$ cat config.mk
export PLATFORM = sky130hd
export DESIGN_NAME = arb8_sched
export DESIGN_NICKNAME = d
export VERILOG_FILES = /design/src/rtl/arb8_sched.sv
export SDC_FILE = /design/constraint.sdc
export NUM_CORES = 1
export LEC_CHECK = 0
export BUFFER_PORTS_ARGS = -buffer_cell sky130_fd_sc_hd__buf_4
export CORE_MARGIN = 2
export CORE_UTILIZATION = 54
export DETAILED_ROUTE_END_ITERATION = 6
export PLACE_DENSITY = 0.78
export SLEW_MARGIN = 40
export SYNTH_ARGS = -nofsm -noshare
export SYNTH_HDL_FRONTEND = slang
export SYNTH_SLANG_ARGS = --single-unit
$ cat constraint.sdc
create_clock -name clk -period 2.62 [get_ports clk]
set_input_delay 0.131 -clock clk [delete_from_list [all_inputs] [get_ports clk]]
set_output_delay 0.131 -clock clk [all_outputs]
set_load 0.005 [all_outputs]
$ cat src/rtl/arb8_sched.sv
// arb8_sched: registered 8-requester arbiter with grant hold limit.
// Default selection is fixed priority (index 7 highest); define ARB8_RR_EN
// for round-robin selection starting at the slot after the last grant.
module arb8_sched #(
  parameter int unsigned MAX_HOLD = 16,
  parameter int unsigned CW       = 8
) (
  input  logic       clk,
  input  logic       rst,
  input  logic [7:0] req,
  input  logic       en,
  output logic [7:0] gnt,
  output logic [2:0] gnt_id,
  output logic       busy,
  output logic       idle
);

  localparam int unsigned NREQ = 8;

  typedef enum logic {IDLE, OWN} state_t;

  state_t          r_state, w_state_nxt;
  logic [7:0]      r_gnt, w_gnt_nxt;
  logic [2:0]      r_gnt_id, w_gnt_id_nxt;
  logic [CW-1:0]   r_hold_cnt, w_hold_nxt;
  logic            r_busy;
  logic [7:0]      w_cand;
  logic [7:0]      w_others;
  logic [2:0]      w_win;
  logic            w_new;
  logic            w_limit;

`ifdef ARB8_RR_EN
  logic [2:0]      r_rr_ptr, w_rr_ptr_nxt;

  // First set bit scanning upward from ptr, wrapping 7 -> 0.
  function automatic logic [2:0] pick(input logic [7:0] v, input logic [2:0] ptr);
    logic [2:0] idx;
    logic       found;
    idx   = 3'd0;
    found = 1'b0;
    for (int k = 0; k < NREQ; k++) begin
      if (!found && v[3'(ptr + 3'(k))]) begin
        idx   = 3'(ptr + 3'(k));
        found = 1'b1;
      end
    end
    return idx;
  endfunction
`else
  // Highest set index wins.
  function automatic logic [2:0] pick(input logic [7:0] v);
    logic [2:0] idx;
    idx = 3'd0;
    for (int i = 0; i < NREQ; i++) begin
      if (v[i]) idx = 3'(i);
    end
    return idx;
  endfunction
`endif

  assign w_others = req & ~r_gnt;
  assign w_limit  = (r_hold_cnt == CW'(MAX_HOLD - 1));

  // Next-state, grant selection and hold counter update.
  always_comb begin
    w_state_nxt  = r_state;
    w_gnt_nxt    = r_gnt;
    w_gnt_id_nxt = r_gnt_id;
    w_hold_nxt   = r_hold_cnt;
    w_cand       = 8'h00;
    w_new        = 1'b0;
    w_win        = 3'd0;

    case (r_state)
      IDLE: begin
        if (en && (req != 8'h00)) begin
          w_cand = req;
          w_new  = 1'b1;
        end
      end
      OWN: begin
        if (req[r_gnt_id]) begin
          if (en && w_limit && (w_others != 8'h00)) begin
            w_cand = w_others;
            w_new  = 1'b1;
          end else if (!w_limit) begin
            w_hold_nxt = r_hold_cnt + CW'(1);
          end
        end else if (en && (w_others != 8'h00)) begin
          w_cand = w_others;
          w_new  = 1'b1;
        end else begin
          w_state_nxt  = IDLE;
          w_gnt_nxt    = 8'h00;
          w_gnt_id_nxt = 3'd0;
          w_hold_nxt   = '0;
        end
      end
      default: w_state_nxt = IDLE;
    endcase

`ifdef ARB8_RR_EN
    w_win        = pick(w_cand, r_rr_ptr);
    w_rr_ptr_nxt = r_rr_ptr;
    if (w_new) w_rr_ptr_nxt = 3'(w_win + 3'd1);
`else
    w_win = pick(w_cand);
`endif

    if (w_new) begin
      w_state_nxt  = OWN;
      w_gnt_id_nxt = w_win;
      w_gnt_nxt    = 8'b1 << w_win;
      w_hold_nxt   = '0;
    end
  end

  // State and registered outputs.
  always_ff @(posedge clk or posedge rst) begin
    if (rst) begin
      r_state    <= IDLE;
      r_gnt      <= 8'h00;
      r_gnt_id   <= 3'd0;
      r_hold_cnt <= '0;
      r_busy     <= 1'b0;
    end else begin
      r_state    <= w_state_nxt;
      r_gnt      <= w_gnt_nxt;
      r_gnt_id   <= w_gnt_id_nxt;
      r_hold_cnt <= w_hold_nxt;
      r_busy     <= (w_gnt_nxt != 8'h00);
    end
  end

`ifdef ARB8_RR_EN
  // Round-robin pointer: slot after the most recent grant.
  always_ff @(posedge clk or posedge rst) begin
    if (rst) r_rr_ptr <= 3'd0;
    else     r_rr_ptr <= w_rr_ptr_nxt;
  end
`endif

  assign gnt    = r_gnt;
  assign gnt_id = r_gnt_id;
  assign busy   = r_busy;
  assign idle   = (req == 8'h00);

endmodule
# After elaboration in Yosys (flattened, before gate mapping)

Cells that the tools add are included.

Register bits after elaboration: 21
Output and inout port bits: 13
Word-level logic and storage cells: 64

Add/subtract/negate cells: 1
Order comparisons: 1
Eq/ne operators: 6
Shift operators: 1
Muxes and demuxes: 36
Bitwise logic cells: 3
Reduce and logical (&&, ||, !) cells: 11

Operators with widths:

| cell                  | count |
|---|---|
| $mux W8               | 14 |
| $mux W3               | 10 |
| $reduce_bool A8 Y1    | 3 |
| $pmux W8 S2           | 1 |
| $mux W1               | 9 |
| $ne A3 B3 Y1 const B  | 3 |
| $add A8 B1 Y8 const B | 1 |
| $and A8 B8 Y8         | 1 |
| $eq A8 B4 Y1 const B  | 1 |
| $logic_not A8 Y1      | 1 |
| $not A8 Y8            | 1 |
| $shl A1 B3 Y8 const A | 1 |
| $logic_and A1 B1 Y1   | 4 |
| $lt A3 B4 Y1 const B  | 1 |
| $ne A2 B2 Y1 const B  | 2 |
| $reduce_and A4 Y1     | 1 |
| $bmux W1 S3           | 1 |
| $reduce_and A3 Y1     | 1 |
| $pmux W1 S2           | 1 |
| $reduce_bool A2 Y1    | 1 |
| $not A1 Y1            | 1 |

# Longest topological paths before layout

Gate-level depths: netlist of run 1.

Word-level depth: 17
Mapped depth: 8
Gate-level depth less buffers: 8

# Worst setup path before layout of run 1

Ideal clock, no wire load.

Path kind: register -> register
Start: register r_gnt_id[0] (netlist: gnt_id[0])
End: register r_gnt_id[0] (netlist: gnt_id[0])
Arrival: 2.028 ns
Slack: 0.466 ns
Stages on the path, launching flop included: 7
Path buffers: 0
Cell sequence: dfrtp_1 > mux4_1 > mux2_4 > and2_1 > nand2_1 > nand2_1 > a221o_1

Cells in the longest elaborated chain, start to end: 12
Elaborated cells between the ends (all ways): 18

Ends and longest elaborated chain:

| element                         | line | text |
|---|---|---|
| start: declaration              | 24   | `logic [2:0] r_gnt_id, w_gnt_id_nxt;` |
| start signal: assignment        | 130  | `r_gnt_id <= w_gnt_id_nxt;` |
| $bmux W1 S3 *                   | 83   | `if (req[r_gnt_id]) begin` |
| $mux W1 (implied by the code) * | 83   |  |
| $mux W8                         | 83   |  |
| $pmux W8 S2                     | 75   | `case (r_state)` |
| $mux W1                         | 56   | `if (v[i]) idx = 3'(i);` |
| $mux W3 (6 in series)           | 56   |  |
| $mux W3                         | 111  | `if (w_new) begin` |

Mark *: on every way between the ends. The rest lies on a longest branch, timed or not. The select of a mux whose other input is x is not followed.
A chain may end at the register's enable or synchronous reset.

# Worst setup path after layout of run 1

Start: register r_gnt_id[0] (netlist: gnt_id[0])
End: register r_gnt[2] (netlist: gnt[2])

Cells in the longest elaborated chain, start to end: 13
Elaborated cells between the ends (all ways): 17

Ends and longest elaborated chain:

| element                         | line | text |
|---|---|---|
| $bmux W1 S3 *                   | 83   |  |
| $mux W1 (implied by the code) * | 83   |  |
| $mux W8                         | 83   |  |
| $pmux W8 S2                     | 75   |  |
| $mux W1                         | 56   |  |
| $mux W3 (6 in series)           | 56   |  |
| $shl A1 B3 Y8                   | 114  | `w_gnt_nxt = 8'b1 << w_win;` |
| $mux W8 *                       | 111  |  |
| named net w_gnt_nxt[2]          | 23   | `logic [7:0] r_gnt, w_gnt_nxt;` |
| end signal: assignment          | 129  | `r_gnt <= w_gnt_nxt;` |
| end: declaration                | 23   |  |

Mark *: on every way through the listed nets, which the timed path passes. The rest lies on a longest branch. The select of a mux whose other input is x is not followed.

==> parameters.txt, run 1 <==
Parameter                              Value

Logic synthesis
  Total standard cell area after synthesis    1320 um2
  Post-synthesis net count    155
  Proportion of synthesized area in mux cells    5.13%
  Mapped Avg Cell Area    9.20 um2
  Post-synthesis xor/xnor area fraction    3.33%
  Synth Instances    143
  Simple-Gate Fraction of Synth Area    24.4%
  Post-synthesis compound-gate area fraction    23.0%
  Area contributors post-synth    dfrtp_1, nand2_1, a21o_1, mux4_1, xor2_1
  Number of distinct library cell variants in the gate-level netlist after synthesis    43
  Adder-Cell Fraction of Synth Area    0.951%
  Leading register cell type out of synthesis    dfrtp_1
  Count of synthesis-stage warnings from yosys    0
  Share of the yosys chip area belonging to registers    39.9%
  Cell type with the highest aggregate area in the netlist    dfrtp_1
  Yosys top cell area share    39.9%
  Largest family of logic cells by synthesized area    simple AND/OR/NAND/NOR gates
  Total of flip-flops plus latches after synthesis    21
  Post-synth EDFFs    0
  Proportion of register bits with asynchronous set or reset after synthesis    100%

Worst hold path
  Worst hold start    en
  Class of the worst hold path    in2reg
  Hold Path Cell Cnt    3
  Worst min-delay path endpoint    r_state$_DFF_PP0_

Floorplan
  Die outline width    53.4 um
  Number of ports placed on the die boundary    24
  Total die area    2850 um2
  Initial standard-cell utilization of the core    58.4%
  Core Region    2250 um2
  Overall die height    53.4 um
  FP Rows    17

CTS
  Longest Clk Path Bufs    2
  TritonCTS clock tree    yes
  Number of buffers added by the clock tree synthesis step    3
  Post-CTS setup buffer count    0
  Clock latency on the worst-skew pair    0.32 ns
  Clock root buffer    clkbuf_4
  Clock tree sinks    21
  Number of H-tree levels    1
  Clock-pin slew on the worst setup and hold paths    0.13 ns

Critical path
  Terminus of the critical flop-to-flop path    gnt[2]$_DFF_PP0_
  Data arrival time of the critical path    2.65 ns
  Data required, critical path    2.87 ns
  Reg2Reg Depth    7
  Type of the worst setup path    reg2reg
  Critical path's slowest cell    mux4_1
  Max incr delay on CP    0.58 ns
  Buffers and inverters on the worst path    0
  Critical Path Sink Type    flop
  R2r setup slk    0.22 ns
  Launch point of the worst reg-to-reg path    gnt_id[0]$_DFFE_PP0P_
  Worst-path fanout max    7
  Worst Setup Start Kind    flop
  Critical path cell sequence    mux4_1 -> mux2_4 -> and2_4 -> nor3b_1 -> a221oi_1 -> or2_1 -> o21ai_1
  Top Family by Delay on Critical Path    multiplexers

STA
  Crit path time final    2.40 ns
  Actual transition at the worst max-transition pin    0.721 ns
  Post-route clock skew    0.00848 ns
  Setup violation total in the final timing report    0
  RSZ-0062 raised after global routing    false
  Highest clock frequency the design can meet    417 MHz
  Number of pins exceeding their max-slew limit in the final report    0
  Final worst-path setup slack    0.225 ns
  Worst relative slew slack    51.8%
  Aggregate negative setup slack    0 ns
  Final worst-path cycle share    91.4%
  Final hold viol count    0

Power and ir drop
  P per Cell Area    1000 nW/um2
  Internal cell power    0.884 mW
  Share of power burned in combinational logic    54.2%
  Leak Pwr    0.738 nW
  Register share of total power    35.3%
  Highest ir drop seen on vdd    580 uV
  Net load switching power    0.684 mW
  Switching part of the total power    43.6%
  Clock network fraction of total power    10.5%

Detailed routing
  Post-detailed-route count of antenna-violating nets    0
  Total length of routed wires    3.45 mm
  Vias post-DR    1258
  Iteration count of the initial detailed-routing pass    4
  Via count normalized by instance count    6.39
  Post-detailed-route DRC marker count    0
  Detailed-route wire length per cell    17.5 um
  Drt initial violations    43

Flow run
  Max_cap viols    0

Placement
  IO Port Bufs    23
  DPL Wire Length    2.60 mm
  Weighted congestion reported at the end of routability-driven placement    0.939
  Count of placed standard cells including taps    192
  Pre-CTS setup slack    0.244 ns

Final layout
  Total area of multi-input combinational cells    753 um2
  Most common library cell in the layout ignoring fill and taps    buf_4
  Final instance count without filler cells    197
  Ant diodes    0
  Fill count    203
  Final-stage net count    182
  Area Overhead vs Synth    18.6%
  Layout cells sized above 1    21.9%
  Flip-flop and latch area    526 um2
  Leading cell types in the layout, fill and taps excluded    buf_4, dfrtp_1, nand2_1, nor2_1

GRT
  Initial antenna violation count    0
  Leftover overflow at the end of global routing    0
  Vias in the first global route    1172
  Maximum number of pins on one net before global-route repair    22
  Wire length of the first global-routing pass    5.59 mm
  Global routing usage summed across all routing layers    27.8%

Run status
  Result of the run    finished, final reports clean
==> flip-flops by register name, indices dropped and copies added, names as in the netlist <==
name / flops
busy: 1
gnt: 8
gnt_id: 3
r_hold_cnt: 8
r_state: 1
==> power by group through the flow <==
stage	sequential, mW	clock [mW]	combinational (mW)
2_1_floorplan	0.524	0	0.562
3_3_place_gp	0.549	0	0.825
3_5_place_dp	0.557	0	0.834
4_1_cts	0.550	0.166	0.841
5_1_grt	0.570	0.187	0.945
6_report	0.553	0.165	0.850
==> synthesized netlist by cell type (2+ instances only) <==
library cell and number:
clkbuf_1 2, o22ai_1 2, and2_1 2, nor4_1 5, xor2_1 5, a32o_1 2, mux4_1 2, nand2_1 19
o311ai_0 2, nor2_1 9, a21o_1 7, a21oi_1 5, nand2b_1 3, o21ai_0 6, nand4_1 5, o21ai_1 3
o21a_1 2, and3_1 2, inv_1 8, nor2b_1 4, dfrtp_1 21, nor3_1 3, nand3_1 4
==> worst max path at each step <==
stage,start,to,slack (ns),cells past startpoint
6_report,gnt_id[0]$_DFFE_PP0P_,gnt[2]$_DFF_PP0_,0.22,7
5_1_grt,r_hold_cnt[0]$_DFFE_PP0P_,gnt[0]$_DFF_PP0_,0.04,8
3_3_place_gp,r_hold_cnt[0]$_DFFE_PP0P_,gnt[0]$_DFF_PP0_,0.29,8
3_5_place_dp,gnt_id[0]$_DFFE_PP0P_,gnt_id[0]$_DFFE_PP0P_,0.24,6
4_1_cts,r_hold_cnt[0]$_DFFE_PP0P_,gnt[0]$_DFF_PP0_,0.21,8
2_1_floorplan,gnt_id[0]$_DFFE_PP0P_,gnt_id[0]$_DFFE_PP0P_,0.47,6
==> worst register-to-register path, delay by kind of cell (launching register included) <==
family	cells	cell delay [ns]
multiplexers	2	0.91
AND/OR/NAND/NOR	3	0.71
flip-flops	1	0.44
AO/OA/AOI/OAI	2	0.27
==> repair_timing <==
item,CTS,global route
hold endpoints to repair,21,0
resized for setup,0,1
hold buffers,1,0
setup endpoints to repair,0,1
==> routing by layer <==
| metal | track usage, % | share of wire (%) |
|---|---|---|
| met2 | 43.0 | 47 |
| met1 | 38.5 | 44 |
| met3 | 4.52 | 7.1 |
| met5 | 0 | 0 |
| met4 | 10.7 | 1.8 |
==> cell families (layout without fill, tap and decap cells) <==
family | count (synthesis) | in the layout
and+or+nand+nor | 62 | 62
AOI/OAI and AO/OA | 40 | 40
buffers and inverters | 11 | 37
adders and majority gates | 1 | 1
muxes | 3 | 3
DFF | 21 | 21
xor gates and xnor gates | 5 | 5
==> through the flow <==
stage	instance area [um2]	hold WS, ns	util (%)	power [mW]
2_1_floorplan	1320	0.108	-	1.09
3_3_place_gp	1520	0.324	67.4	1.37
3_5_place_dp	1520	0.326	67.4	1.39
4_1_cts	1560	0.155	69.0	1.56
5_1_grt	1560	0.144	69.3	1.70
6_report	1560	0.159	69.3	1.57
==> cell type report <==
type	instances	area share [%]
multi-input cells	111	48.2
flip-flops and latches	21	33.7
inverters	8	1.92
repair buffers	25	12.2
clock inverters	1	0.321
clock buffers	3	1.44
well taps	28	2.24
(Power assumes the default switching activity.)
==> inputs of run 2 (changes only) <==
Settings changed: CORE_MARGIN 2 to 4.
==> run 2 against run 1 <==
Non-clock buffer count is 1 higher. First-iteration DRC count is 40% higher. Register-to-register slack hardly changed. Power is 0.65% higher. Clock skew is 0.0053 ns lower. Setup slack better by 0.014 ns. Global-route usage is 5.1 points lower. Via count is 0.32% lower. Sequential share of layout area is 0.054 points lower. Worst hold slack better by 0.0049 ns. Sequential power is 0.7% higher. Clock power hardly changed. Critical path type unchanged.
==> parameters.txt, run 2 (same netlist as run 1, synthesis figures left out) <==
Parameter                              Value

Floorplan
  Total die area    3290 um2 (+16%)
  Overall die height    57.4 um (+7.5%)
  Initial standard-cell utilization of the core    57.8% (-0.55 points)
  FP Rows    17 (unchanged)
  Die outline width    57.4 um (+7.5%)
  Number of ports placed on the die boundary    24 (unchanged)
  Core Region    2280 um2 (+0.94%)

STA
  Aggregate negative setup slack    0 ns (unchanged)
  Worst relative slew slack    50.3% (-1.5 points)
  Post-route clock skew    0.00319 ns (-0.00529 ns)
  RSZ-0062 raised after global routing    false
  Crit path time final    2.38 ns (-0.0139 ns)
  Number of pins exceeding their max-slew limit in the final report    0 (unchanged)
  Final hold viol count    0 (unchanged)
  Actual transition at the worst max-transition pin    0.744 ns (+0.0227 ns)
  Setup violation total in the final timing report    0 (unchanged)
  Highest clock frequency the design can meet    420 MHz (+0.58%)
  Final worst-path cycle share    90.9% (-0.53 points)

Critical path
  Launch point of the worst reg-to-reg path    gnt_id[0]$_DFFE_PP0P_
  Worst Setup Start Kind    flop
  Terminus of the critical flop-to-flop path    gnt_id[0]$_DFFE_PP0P_
  Type of the worst setup path    reg2reg
  Data arrival time of the critical path    2.59 ns (-0.06 ns)
  Reg2Reg Depth    6 (-1)
  Data required, critical path    2.83 ns (-0.04 ns)
  R2r setup slk    0.24 ns (about the same)
  Critical Path Sink Type    flop
  Worst-path fanout max    10 (+3)

Placement
  Weighted congestion reported at the end of routability-driven placement    0.925 (-1.6%)
  IO Port Bufs    23 (unchanged)
  Placed instance area    1530 um2 (+0.49%)
  DPL Wire Length    2.64 mm (+1.5%)

Detailed routing
  Iteration count of the initial detailed-routing pass    4 (unchanged)
  Post-detailed-route DRC marker count    0 (unchanged)
  Post-detailed-route count of antenna-violating nets    0 (unchanged)
  Drt initial violations    60 (+40%)
  Detailed-route wire length per cell    17.4 um (-0.53%)
  Total length of routed wires    3.45 mm (about the same)
  Via count normalized by instance count    6.33 (-0.82%)
  Vias post-DR    1254 (-0.32%)

Worst hold path
  Worst hold start    en
  Worst min-delay path endpoint    r_state$_DFF_PP0_
  Class of the worst hold path    in2reg
  Hold Path Cell Cnt    3 (unchanged)

Final layout
  Area Overhead vs Synth    18.8%
  Final design instance area without fill    1560 um2 (+0.16%)
  Most common library cell in the layout ignoring fill and taps    buf_4
  Layout cells sized above 1    21.8% (-0.13 points)
  Ant diodes    0 (unchanged)
  Leading cell types in the layout, fill and taps excluded    buf_4, dfrtp_1, nand2_1, nor2_1
  Final-stage net count    183 (+0.55%)

CTS
  Hold buffers post-CTS    1 (unchanged)
  Number of H-tree levels    1 (unchanged)
  Clock-pin slew on the worst setup and hold paths    0.13 ns (about the same)
  Post-CTS sizing    0 (unchanged)
  Clock tree sinks    21 (unchanged)
  Longest Clk Path Bufs    2 (unchanged)
  Number of buffers added by the clock tree synthesis step    3 (unchanged)
  Post-CTS setup buffer count    0 (unchanged)
  Clock latency on the worst-skew pair    0.31 ns (about the same)
  TritonCTS clock tree    yes
  Clock root buffer    clkbuf_4

GRT
  Global routing usage summed across all routing layers    22.6% (-5.1 points)
  Wire length of the first global-routing pass    5.87 mm (+4.9%)
  Leftover overflow at the end of global routing    0 (unchanged)
  Vias in the first global route    1222 (+4.3%)
  Initial antenna violation count    0 (unchanged)
  Maximum number of pins on one net before global-route repair    22 (unchanged)

Flow run
  Max_cap viols    0 (unchanged)

Run status
  Result of the run    finished, final reports clean

Power and ir drop
  Power, Total    1.58 mW (+0.65%)
  Leak Pwr    0.741 nW (+0.44%)
  P per Cell Area    1010 nW/um2 (+0.49%)
  Highest ir drop seen on vdd    736 uV (+27%)
[run 2: cell types whose count changed in the layout (fill, tap and decap cells not counted), sizes merged]
cell	before	now
buf	24	25
[run 2: layout make-up]
type                            instances  area (um2)
Multi-Input combinational cell        111         748
Fill cell                             176         712
Sequential cell                        21         526
Timing Repair Buffer                   26         198
Tap cell                               28        35.0
Inverter                                8        30.0
Clock buffer                            3        22.5
Clock inverter                          1        5.00
[run 2: per-layer routing]
layer | track usage [%] | vias to the layer above | wire length, um
li1 | - | 589 | -
met4 | 7.28 | 0 | 41
met2 | 34.4 | 63 | 1510
met1 | 32.8 | 597 | 1620
met5 | 0 | - | 0
met3 | 3.62 | 5 | 273
[run 2: critical path, stage by stage, from the launching register on]
cell and delay (ns):
dfrtp_1 0.44, mux4_1 0.57, mux2_4 0.32, and2_1 0.22, nand2_1 0.07, nand2_1 0.24, a221o_1 0.42
[run 2: how the worst max path moves through the flow]
stage	to	slack [ns]	from	cells after the start
final	gnt_id[0]$_DFFE_PP0P_	0.24	gnt_id[0]$_DFFE_PP0P_	6
after global routing	gnt[1]$_DFF_PP0_	0.06	r_hold_cnt[0]$_DFFE_PP0P_	8
after CTS	gnt_id[0]$_DFFE_PP0P_	0.24	gnt_id[0]$_DFFE_PP0P_	6
after detailed placement	gnt_id[0]$_DFFE_PP0P_	0.27	gnt_id[0]$_DFFE_PP0P_	6
after global placement	gnt_id[0]$_DFFE_PP0P_	0.29	gnt_id[0]$_DFFE_PP0P_	6
after floorplan	gnt_id[0]$_DFFE_PP0P_	0.47	gnt_id[0]$_DFFE_PP0P_	6
[run 2: stage by stage]
step / setup slack, ns / hold WS [ns] / cells / utilization [%]
after detailed placement: 0.268 / 0.337 / 193 / 67.1
final: 0.239 / 0.164 / 198 / 68.7
after global placement: 0.286 / 0.323 / 193 / 67.1
after floorplan: 0.466 / 0.108 / 143 / -
after global routing: 0.0569 / 0.167 / 198 / 68.7
after CTS: 0.238 / 0.157 / 198 / 68.7
[run 2: power breakdown]
group / switching, mW / internal, mW / total, mW
Sequential: 0.130 / 0.426 / 0.557
Clock: 0.108 / 0.0571 / 0.165
Combinational: 0.450 / 0.407 / 0.857
Total: 0.688 / 0.890 / 1.58
